### src/rtl/cb_read_sched_if.sv
// cb_read_sched_if: request/grant handshake, CB port-A read bus and
// per-requester valid/done flags of the covariance-buffer read scheduler.
// slave  = scheduler side, master = requester/BRAM side.
interface cb_read_sched_if #(
  parameter int CB_AW = 10,
  parameter int CNT_W = 8
);
  logic [2:0]       req;
  logic [CB_AW-1:0] req_addr_a;
  logic [CB_AW-1:0] req_addr_b;
  logic [CB_AW-1:0] req_addr_m;
  logic [CNT_W-1:0] req_len_a;
  logic [CNT_W-1:0] req_len_b;
  logic [CNT_W-1:0] req_len_m;
  logic [1:0]       req_dir_a;
  logic [1:0]       req_dir_b;
  logic [1:0]       req_dir_m;
  logic [2:0]       ack;
  logic             CB_ena;
  logic [CB_AW-1:0] CB_addra;
  logic [3:0]       CB_douta_sel;
  logic [2:0]       data_vld;
  logic [2:0]       done;
  logic             busy;

  modport slave (
    input  req, req_addr_a, req_addr_b, req_addr_m,
           req_len_a, req_len_b, req_len_m,
           req_dir_a, req_dir_b, req_dir_m,
    output ack, CB_ena, CB_addra, CB_douta_sel, data_vld, done, busy
  );

  modport master (
    output req, req_addr_a, req_addr_b, req_addr_m,
           req_len_a, req_len_b, req_len_m,
           req_dir_a, req_dir_b, req_dir_m,
    input  ack, CB_ena, CB_addra, CB_douta_sel, data_vld, done, busy
  );
endinterface

### src/rtl/cb_read_sched.sv
// cb_read_sched: arbitrates the single CB port-A read between requesters
// A/B/M, issues a burst of consecutive row reads for the winner and steers
// the mapper with a latency-aligned {target,dir} select.
// Optional feature macro CB_SCHED_RR_EN: round-robin arbitration (A->B->M);
// undefined gives fixed priority M > A > B.
module cb_read_sched #(
  parameter int CB_AW  = 10,
  parameter int CNT_W  = 8,
  parameter int RD_LAT = 1
) (
  input logic             clk,
  input logic             sys_rst,
  cb_read_sched_if.slave  bus
);

  typedef enum logic [1:0] {S_IDLE, S_ISSUE, S_DRAIN} state_t;

  state_t           state_q;
  logic [2:0]       ack_q;
  logic             ena_q;
  logic [CB_AW-1:0] addr_q;
  logic [CNT_W-1:0] cnt_q;
  logic [1:0]       tgt_q;
  logic [1:0]       dir_q;
  logic             busy_q;
  logic             zl_q;
  logic [2:0]       vld_q;
  logic [2:0]       done_q;
`ifdef CB_SCHED_RR_EN
  logic [1:0]       ptr_q;
`endif

  // pipeline entry: [5] valid, [4] last row, [3:2] target, [1:0] dir
  logic [5:0] pipe_q [RD_LAT];
  logic [5:0] pipe_d;
  logic [5:0] pipe_out;

  logic [1:0]       win_idx;
  logic [2:0]       win_oh;
  logic [CB_AW-1:0] win_addr;
  logic [CNT_W-1:0] win_len;
  logic [1:0]       win_dir;

  function automatic logic [2:0] tgt_oh(input logic [1:0] t);
    case (t)
      2'd1:    tgt_oh = 3'b001;
      2'd2:    tgt_oh = 3'b010;
      2'd3:    tgt_oh = 3'b100;
      default: tgt_oh = 3'b000;
    endcase
  endfunction

  // arbitration: winner index 0=A, 1=B, 2=M and its command fields
  always_comb begin
    win_idx = 2'd0;
`ifdef CB_SCHED_RR_EN
    case (ptr_q)
      2'd1:    win_idx = bus.req[1] ? 2'd1 : (bus.req[2] ? 2'd2 : 2'd0);
      2'd2:    win_idx = bus.req[2] ? 2'd2 : (bus.req[0] ? 2'd0 : 2'd1);
      default: win_idx = bus.req[0] ? 2'd0 : (bus.req[1] ? 2'd1 : 2'd2);
    endcase
`else
    win_idx = bus.req[2] ? 2'd2 : (bus.req[0] ? 2'd0 : 2'd1);
`endif
    win_oh = 3'b001 << win_idx;
    case (win_idx)
      2'd1: begin
        win_addr = bus.req_addr_b; win_len = bus.req_len_b; win_dir = bus.req_dir_b;
      end
      2'd2: begin
        win_addr = bus.req_addr_m; win_len = bus.req_len_m; win_dir = bus.req_dir_m;
      end
      default: begin
        win_addr = bus.req_addr_a; win_len = bus.req_len_a; win_dir = bus.req_dir_a;
      end
    endcase
  end

  // read issued this cycle enters the pipe; idle slots carry zeros so the
  // pipe output doubles as the mapper select
  always_comb begin
    pipe_d   = ena_q ? {1'b1, (cnt_q == '0), tgt_q, dir_q} : '0;
    pipe_out = pipe_q[RD_LAT-1];
  end

  // RD_LAT-deep select/valid shift register
  always_ff @(posedge clk) begin
    if (sys_rst) begin
      for (int unsigned i = 0; i < RD_LAT; i++) pipe_q[i] <= '0;
    end else begin
      pipe_q[0] <= pipe_d;
      for (int unsigned i = 1; i < RD_LAT; i++) pipe_q[i] <= pipe_q[i-1];
    end
  end

  // scheduler FSM with registered grant, read-port and flag outputs
  always_ff @(posedge clk) begin
    if (sys_rst) begin
      state_q <= S_IDLE;
      ack_q   <= '0;
      ena_q   <= 1'b0;
      addr_q  <= '0;
      cnt_q   <= '0;
      tgt_q   <= '0;
      dir_q   <= '0;
      busy_q  <= 1'b0;
      zl_q    <= 1'b0;
      vld_q   <= '0;
      done_q  <= '0;
`ifdef CB_SCHED_RR_EN
      ptr_q   <= 2'd0;
`endif
    end else begin
      ack_q  <= '0;
      vld_q  <= pipe_out[5] ? tgt_oh(pipe_out[3:2]) : '0;
      done_q <= (pipe_out[5] && pipe_out[4]) ? tgt_oh(pipe_out[3:2]) : '0;
      case (state_q)
        S_IDLE: begin
          busy_q <= 1'b0;
          if (|bus.req) begin
            ack_q <= win_oh;
            tgt_q <= win_idx + 2'd1;
            dir_q <= win_dir;
`ifdef CB_SCHED_RR_EN
            ptr_q <= (win_idx == 2'd2) ? 2'd0 : win_idx + 2'd1;
`endif
            if (win_len == '0) begin
              zl_q    <= 1'b1;
              state_q <= S_DRAIN;
            end else begin
              ena_q   <= 1'b1;
              addr_q  <= win_addr;
              cnt_q   <= win_len - 1'b1;
              busy_q  <= 1'b1;
              state_q <= S_ISSUE;
            end
          end
        end
        S_ISSUE: begin
          if (cnt_q == '0) begin
            ena_q   <= 1'b0;
            state_q <= S_DRAIN;
          end else begin
            addr_q <= addr_q + 1'b1;
            cnt_q  <= cnt_q - 1'b1;
          end
        end
        S_DRAIN: begin
          // leave when the last row reaches the pipe output, so IDLE
          // coincides with the final data_vld and the next grant is not delayed
          if (zl_q) begin
            zl_q    <= 1'b0;
            done_q  <= tgt_oh(tgt_q);
            state_q <= S_IDLE;
          end else if (pipe_out[5] && pipe_out[4]) begin
            state_q <= S_IDLE;
          end
        end
        default: state_q <= S_IDLE;
      endcase
    end
  end

  assign bus.ack          = ack_q;
  assign bus.CB_ena       = ena_q;
  assign bus.CB_addra     = addr_q;
  assign bus.CB_douta_sel = pipe_out[3:0];
  assign bus.data_vld     = vld_q;
  assign bus.done         = done_q;
  assign bus.busy         = busy_q;

endmodule

### src/flat_wrapper.sv
// flat-port wrapper written by rule: the top's interface ports become plain ports
module cb_read_sched_flat 
#(
  parameter int CB_AW  = 10,
  parameter int CNT_W  = 8,
  parameter int RD_LAT = 1
)
  (clk, sys_rst, bus_req, bus_req_addr_a, bus_req_addr_b, bus_req_addr_m, bus_req_len_a, bus_req_len_b, bus_req_len_m, bus_req_dir_a, bus_req_dir_b, bus_req_dir_m, bus_ack, bus_CB_ena, bus_CB_addra, bus_CB_douta_sel, bus_data_vld, bus_done, bus_busy);
  cb_read_sched_if #(.CB_AW(CB_AW), .CNT_W(CNT_W)) bus_i ();
  input logic clk;
  input logic sys_rst;
  input wire logic [$bits(bus_i.req)-1:0] bus_req;
  input wire logic [$bits(bus_i.req_addr_a)-1:0] bus_req_addr_a;
  input wire logic [$bits(bus_i.req_addr_b)-1:0] bus_req_addr_b;
  input wire logic [$bits(bus_i.req_addr_m)-1:0] bus_req_addr_m;
  input wire logic [$bits(bus_i.req_len_a)-1:0] bus_req_len_a;
  input wire logic [$bits(bus_i.req_len_b)-1:0] bus_req_len_b;
  input wire logic [$bits(bus_i.req_len_m)-1:0] bus_req_len_m;
  input wire logic [$bits(bus_i.req_dir_a)-1:0] bus_req_dir_a;
  input wire logic [$bits(bus_i.req_dir_b)-1:0] bus_req_dir_b;
  input wire logic [$bits(bus_i.req_dir_m)-1:0] bus_req_dir_m;
  output wire logic [$bits(bus_i.ack)-1:0] bus_ack;
  output wire logic [$bits(bus_i.CB_ena)-1:0] bus_CB_ena;
  output wire logic [$bits(bus_i.CB_addra)-1:0] bus_CB_addra;
  output wire logic [$bits(bus_i.CB_douta_sel)-1:0] bus_CB_douta_sel;
  output wire logic [$bits(bus_i.data_vld)-1:0] bus_data_vld;
  output wire logic [$bits(bus_i.done)-1:0] bus_done;
  output wire logic [$bits(bus_i.busy)-1:0] bus_busy;
  assign bus_i.req = bus_req;
  assign bus_i.req_addr_a = bus_req_addr_a;
  assign bus_i.req_addr_b = bus_req_addr_b;
  assign bus_i.req_addr_m = bus_req_addr_m;
  assign bus_i.req_len_a = bus_req_len_a;
  assign bus_i.req_len_b = bus_req_len_b;
  assign bus_i.req_len_m = bus_req_len_m;
  assign bus_i.req_dir_a = bus_req_dir_a;
  assign bus_i.req_dir_b = bus_req_dir_b;
  assign bus_i.req_dir_m = bus_req_dir_m;
  assign bus_ack = bus_i.ack;
  assign bus_CB_ena = bus_i.CB_ena;
  assign bus_CB_addra = bus_i.CB_addra;
  assign bus_CB_douta_sel = bus_i.CB_douta_sel;
  assign bus_data_vld = bus_i.data_vld;
  assign bus_done = bus_i.done;
  assign bus_busy = bus_i.busy;
  cb_read_sched #(.CB_AW(CB_AW), .CNT_W(CNT_W), .RD_LAT(RD_LAT)) u_core (.clk(clk), .sys_rst(sys_rst), .bus(bus_i));
endmodule
### config.mk
export PLATFORM = sky130hd
export DESIGN_NAME = cb_read_sched_flat
export DESIGN_NICKNAME = d
export VERILOG_FILES = /design/src/rtl/cb_read_sched_if.sv /design/src/rtl/cb_read_sched.sv /design/src/flat_wrapper.sv
export SDC_FILE = /design/constraint.sdc
export NUM_CORES = 1
export LEC_CHECK = 0
export BUFFER_PORTS_ARGS = -buffer_cell sky130_fd_sc_hd__buf_2
export CORE_ASPECT_RATIO = 1.75
export CORE_MARGIN = 2
export CORE_UTILIZATION = 43
export DETAILED_ROUTE_END_ITERATION = 7
export PLACE_DENSITY = 0.79
export SLEW_MARGIN = 20
export SYNTH_ARGS = -nofsm -noshare
export SYNTH_HDL_FRONTEND = slang
export SYNTH_SLANG_ARGS = --single-unit
### constraint.sdc
create_clock -name clk -period 3.6 [get_ports clk]
set_input_delay 0.18 -clock clk [delete_from_list [all_inputs] [get_ports clk]]
set_output_delay 0.18 -clock clk [all_outputs]
set_load 0.01 [all_outputs]
# Yosys cells after proc, flatten, opt, wreduce, memory -nomap -nowiden
# Memory sizes are Yosys's and may differ from the RTL's.
# Index checks and enable logic that the tools add are counted.
[word_totals]
reg_bits = 36
ramBits = 6
mem_count = 1
[mem_list]
columns = ["name", "words", "width", "read_ports", "rd_clocked_by_memory_dff", "write_ports", "line_no", "source"]
rows = [
  ["u_core.pipe_q", 1, 6, 1, 0, 1, "cb_read_sched.sv:34", "logic [5:0] pipe_q [RD_LAT];"],
]
[op_classes]
addsub = 4
n_eq_ne = 16
shifts = 1
muxes = 39
bitwise = 3
reduce_logical = 15
[op_table]
columns = ["cell", "n"]
rows = [
  ["$pmux 10 s2", 2],
  ["$pmux 8 s2", 2],
  ["$mux 10", 3],
  ["$mux 8", 3],
  ["$pmux 3 s3", 2],
  ["$logic_not 8->1", 2],
  ["$sub 8x1->8 const B", 2],
  ["$eq 2x2->1 const B", 6],
  ["$mux 1", 12],
  ["$mux 2", 6],
  ["$mux 6", 2],
  ["$add 10x1->10 const B", 1],
  ["$mux 3", 3],
  ["$eq 2x1->1 const B", 4],
  ["$reduce_and 4->1", 2],
  ["$ne 2x1->1 const B", 3],
  ["$pmux 2 s3", 1],
  ["$reduce_and 3->1", 2],
  ["$reduce_or 3->1", 2],
  ["$reduce_or 6->1", 1],
  ["$ne 2x2->1 const B", 2],
  ["$pmux 1 s2", 2],
  ["$pmux 2 s2", 1],
  ["$reduce_bool 2->1", 2],
  ["other kinds (8)", 10],
]

# Longest topological paths before layout
[depth]
depth_word = 8
mapped_depth = 10
depth_no_buf = 8

# Least setup slack after synthesis
# OpenSTA, ideal clock, no wires.
[synth_path]
kind = "flip-flop to flip-flop"
start = "register u_core.state_q[1]"
end = "register u_core.cnt_q[6]"
setup_time_ns = 0.132
arrival_time_ns = 2.249
path_slack_ns = 1.219
stages_incl_launch_ff = 10
path_buffers = 2
synth_period_minus_slack_ns = 2.381
path_cell_list = "dfxtp_1 -> nand2b_1 -> clkbuf_1 -> buf_1 -> mux2i_1 -> ha_1 -> nand2b_1 -> o311a_1 -> a22oi_1 -> o41ai_1"
[synth_between]
elab_chain_len = 3
elab_cells_between_ends = 8
classes_between = "4 x eq/ne; 1 x mux; 3 x reduce/logical"
[synth_lines]
columns = ["item", "line_no", "source"]
rows = [
  ["start: declaration", "cb_read_sched.sv:18", "state_t state_q;"],
  ["start signal: assignment", "cb_read_sched.sv:99", "state_q <= S_IDLE;"],
  ["start signal: assignment", "cb_read_sched.sv:129", "state_q <= S_DRAIN;"],
  ["start signal: assignment", "cb_read_sched.sv:135", "state_q <= S_ISSUE;"],
  ["$eq 2x1->1 or $logic_not 2->1 (tied branches)", "cb_read_sched.sv:117", "case (state_q)"],
  ["$ne 2x2->1 (no source line), or another cell as far along", "--", ""],
  ["$reduce_and 4->1 (no source line)", "--", ""],
  ["end signal: assignment", "cb_read_sched.sv:133", "cnt_q <= win_len - 1'b1;"],
  ["end signal: assignment", "cb_read_sched.sv:145", "cnt_q <= cnt_q - 1'b1;"],
  ["end: declaration", "cb_read_sched.sv:22", "logic [CNT_W-1:0] cnt_q;"],
]
# Parallel ways exist; a longest one is shown, timed or not.
# A chain may end at the register's enable or synchronous reset.

# Final worst setup path
# Same ends and word-level chain as after synthesis.

==> flow_summary.toml <==
[global_route]
vias_in_the_first_global_route = 2722
grt_antenna_before_repair = 0
grt_first_pass_wirelength_um = 11660
global_route.usage.total_pct = 20.80
grt_start_max_net_pins = 46
global_route.overflow_total = 0

[min_path]
hold_path.startpoint = "bus_req[1]"
min-delay-path-class = "in2reg"

[cells_and_area]
num_antenna_cells = 0
fin_nets = 473
layout-drive-gt1-share_pct = 29.48
area.growth.synth_to_final_pct = 18.78

[cts]
cts.sinks = 42
resized_cells_post_cts = 0
inserted_clock_buffers = 5
clock_insertion_delay_worst_skew_ns = 0.30
clock-root-buffer = "sky130_fd_sc_hd__clkbuf_8"
clock_input_transition_at_the_sequential_cells_of_the_worst_setup_and_hold_paths_ns = 0.09
h_tree_level_count = 2
post_cts.repair.setup_buffers = 0
clock_path_buffers = 2
tritoncts = "done"
cts-hold-fix-buffers = 0

[sta]
max_freq_mhz = 417.4
timing.setup.tns_ns = 0
finalSetupViolations = 0
grt_setup_unrepaired = "false"
timing.clock.skew_ns = 0.005701
worst_slew_pin_slew_ns = 0.8543
timing.final.max_slew_violations = 0
fin_crit_period_ns = 2.396
timing_hold_violations_final = 0
final_min_period_over_clock_period_pct = 66.54
timing.slew.headroom_pct = 42.93

[placed_design]
dpl.hpwl_um = 5538
numPortBuffers = 89
routabilityCongestion = 0.8588

[power]
p_per_area_nw_per_um2 = 581.1
total_leakage_power_nw = 1.412
fin_total_pwr_w = 0.001862
worst_ir_drop_vdd_v = 0.0002649

[die]
io_pins = 90
chipHeight_um = 108.8
std_cell_rows = 38
start_util_pct = 43.98
die_w_um = 63.88
floorplan.core_area_um2 = 6133
die-area_um2 = 6948

[logic_synthesis]
synth-main-ff-cell = "sky130_fd_sc_hd__dfxtp_1"
syn_nets = 401
syn-instance-count = 334
synthesis.area_per_instance_um2 = 8.077
synth.lib_cells_used.distinct = 64
synth.ff_latch_count = 42
count_of_flip_flops_with_a_built_in_enable_after_synthesis = 0
syn-cell-area_um2 = 2698
yosys_warnings = 0
async_reset_ff_share_pct = 0
synth.yosys.seq_area_share_pct = 31.17

[route]
route.antenna.remaining_nets = 0
drt-wirelength-per-cell_um = 15.07
remaining_drc_errors = 0
route.detailed.vias_per_inst = 5.778
routed-via-count = 2814
postRouteWirelength_um = 7339
first_iter_violations = 184
drt_pass_1_iters = 4

[flow_run]
cap_violations = 0

[critical_path]
cp_slowest_cell = "sky130_fd_sc_hd__dfxtp_1"
setup.worst_path.end_class = "register"
cp.required_ns = 3.77
worst_setup_path_start_kind = "register"
path_max_fanout = 33
critical_path_class = "reg2reg"
crit_arrival_ns = 2.57
crit_chain = "nand2b_1 > buf_4 > mux2i_1 > ha_1 > nand2b_1 > o311a_1 > a22oi_1 > o41ai_1"
critPathMaxStageDelay_ns = 0.48
worst_r2r_startpoint = "u_core.state_q[1]"
cpMostUsedCell = "sky130_fd_sc_hd__nand2b_1"
worst_setup_path_startpoint = "u_core.state_q[1]"

[status]
status = "complete, no violations"
layer usage:
layer / part of all wire [%] / GRT usage (%)
met1: 36 / 20.77
met2: 56 / 39.66
met3: 5.1 / 3.199
met4: 3.7 / 12.11
met5: 0 / 0
metrics by stage:
stage                     worst slack, ns  util [%]  hold WS, ns  cells  instance area, um^2
final                               1.205     52.24       0.1900    487                 3204
after global routing                1.029     52.24       0.2303    487                 3204
after detailed placement           0.9927     50.73       0.4651    479                 3112
after floorplan                     1.219         -       0.3608    334                 2698
after CTS                           1.217     52.24       0.1821    487                 3204
after global placement              1.067     50.73       0.4605    479                 3112
critical path, delay by kind of cell, from the launching register on:
kind                     cells  cell delay [ns]
AND/OR/NAND/NOR              2             0.26
multiplexers                 1             0.29
adder cells (fa/ha/maj)      1             0.31
buffers and inverters        1             0.32
AO/OA/AOI/OAI                3             0.59
flip-flops                   1             0.48
registers in the layout (all words and copies together), names as in the netlist, 3 cells and up:
signal / count
u_core.bus.ack: 3
u_core.bus.done: 3
u_core.pipe_q: 6
u_core.cnt_q: 8
u_core.bus.data_vld: 3
u_core.bus.CB_addra: 10
where the power goes:
part           internal [W]  switching, W
combinational      0.000346      0.000507
sequential         0.000567      0.000128
clock              0.000139      0.000176
total               0.00105      0.000811
cells in the mapped netlist, types with 3 or more instances:
| cell type | number | area (um^2) |
|---|---|---|
| sky130_fd_sc_hd__or3_1 | 7 | 43.79 |
| sky130_fd_sc_hd__mux2i_1 | 21 | 210.2 |
| sky130_fd_sc_hd__nor2b_1 | 6 | 37.54 |
| sky130_fd_sc_hd__and3_1 | 10 | 62.56 |
| sky130_fd_sc_hd__a31o_2 | 4 | 35.03 |
| sky130_fd_sc_hd__o22ai_1 | 3 | 18.77 |
| sky130_fd_sc_hd__nand2_1 | 32 | 120.1 |
| sky130_fd_sc_hd__inv_1 | 6 | 22.52 |
| sky130_fd_sc_hd__nand2b_1 | 5 | 31.28 |
| sky130_fd_sc_hd__nor3_1 | 14 | 70.07 |
| sky130_fd_sc_hd__buf_1 | 5 | 18.77 |
| sky130_fd_sc_hd__a21oi_1 | 27 | 135.1 |
| sky130_fd_sc_hd__nand4_1 | 4 | 25.02 |
| sky130_fd_sc_hd__and2_1 | 4 | 25.02 |
| sky130_fd_sc_hd__dfxtp_1 | 42 | 840.8 |
| sky130_fd_sc_hd__o211ai_1 | 4 | 30.03 |
| sky130_fd_sc_hd__nor2_1 | 21 | 78.83 |
| sky130_fd_sc_hd__clkbuf_1 | 11 | 41.29 |
| sky130_fd_sc_hd__mux2_2 | 3 | 33.78 |
| sky130_fd_sc_hd__buf_2 | 3 | 15.01 |
| sky130_fd_sc_hd__a221oi_1 | 4 | 35.03 |
| sky130_fd_sc_hd__buf_4 | 6 | 45.04 |
| sky130_fd_sc_hd__a211oi_1 | 4 | 30.03 |
| sky130_fd_sc_hd__a31oi_1 | 6 | 37.54 |
| sky130_fd_sc_hd__o21ai_0 | 22 | 110.1 |
| sky130_fd_sc_hd__buf_6 | 3 | 33.78 |
| sky130_fd_sc_hd__nand3_1 | 10 | 50.05 |
placed cells by master, fill, tap and decap left out, types with 2 or more instances in the layout:
cell type / instances
sky130_fd_sc_hd__buf_2: 89
sky130_fd_sc_hd__dfxtp_1: 42
sky130_fd_sc_hd__nand2_1: 32
sky130_fd_sc_hd__a21oi_1: 27
sky130_fd_sc_hd__o21ai_0: 22
sky130_fd_sc_hd__mux2i_1: 21
sky130_fd_sc_hd__nor2_1: 21
sky130_fd_sc_hd__nor3_1: 14
sky130_fd_sc_hd__and3_1: 10
sky130_fd_sc_hd__nand3_1: 10
sky130_fd_sc_hd__or3_1: 7
sky130_fd_sc_hd__inv_1: 6
sky130_fd_sc_hd__nor2b_1: 6
sky130_fd_sc_hd__a31oi_1: 6
sky130_fd_sc_hd__nand2b_1: 5
sky130_fd_sc_hd__clkbuf_8: 5
sky130_fd_sc_hd__buf_4: 5
sky130_fd_sc_hd__nand4_1: 4
sky130_fd_sc_hd__a221oi_1: 4
sky130_fd_sc_hd__a31o_2: 4
sky130_fd_sc_hd__a211oi_1: 4
sky130_fd_sc_hd__o211ai_1: 4
sky130_fd_sc_hd__and2_1: 4
sky130_fd_sc_hd__mux2_2: 3
sky130_fd_sc_hd__o22ai_1: 3
sky130_fd_sc_hd__o21ai_1: 2
sky130_fd_sc_hd__mux2i_2: 2
sky130_fd_sc_hd__o21a_1: 2
sky130_fd_sc_hd__a21o_1: 2
sky130_fd_sc_hd__o32ai_1: 2
sky130_fd_sc_hd__a32o_1: 2
sky130_fd_sc_hd__o221a_2: 2
sky130_fd_sc_hd__o31ai_1: 2
sky130_fd_sc_hd__a22oi_1: 2
sky130_fd_sc_hd__ha_1: 2
sky130_fd_sc_hd__clkinvlp_4: 2
kinds of logic (layout without fill, tap and decap cells):
logic type               after synthesis  count (layout)  synth area share [%]
multiplexers                          28              28                 11.32
buffers and inverters                 35             108                 7.096
flip-flops                            42              42                 31.17
adder cells (fa/ha/maj)                2               2                0.9275
AO/OA/AOI/OAI                        102             102                 24.86
AND/OR/NAND/NOR                      125             125                 24.63
worst paths after layout:
| path | endpoint | slack, ns | cells past startpoint |
|---|---|---|---|
| worst max-delay path | u_core.cnt_q[6] | 1.20 | 8 |
| worst min-delay path | u_core.tgt_q[0] | 0.19 | 4 |
| worst max register to register | u_core.cnt_q[6] | 1.20 | 8 |
| worst min register to register | u_core.bus.done[2] | 0.48 | 2 |
cell type report:
type | instances | area [um^2]
Fill cell | 600 | 2929
Multi-Input combinational cell | 257 | 1665
Sequential cell | 42 | 840.8
Timing Repair Buffer | 94 | 483.0
Tap cell | 80 | 100.1
Clock buffer | 5 | 68.82
Clock inverter | 3 | 23.77
Inverter | 6 | 22.52
No activity file was read; power rests on OpenSTA's default activity.
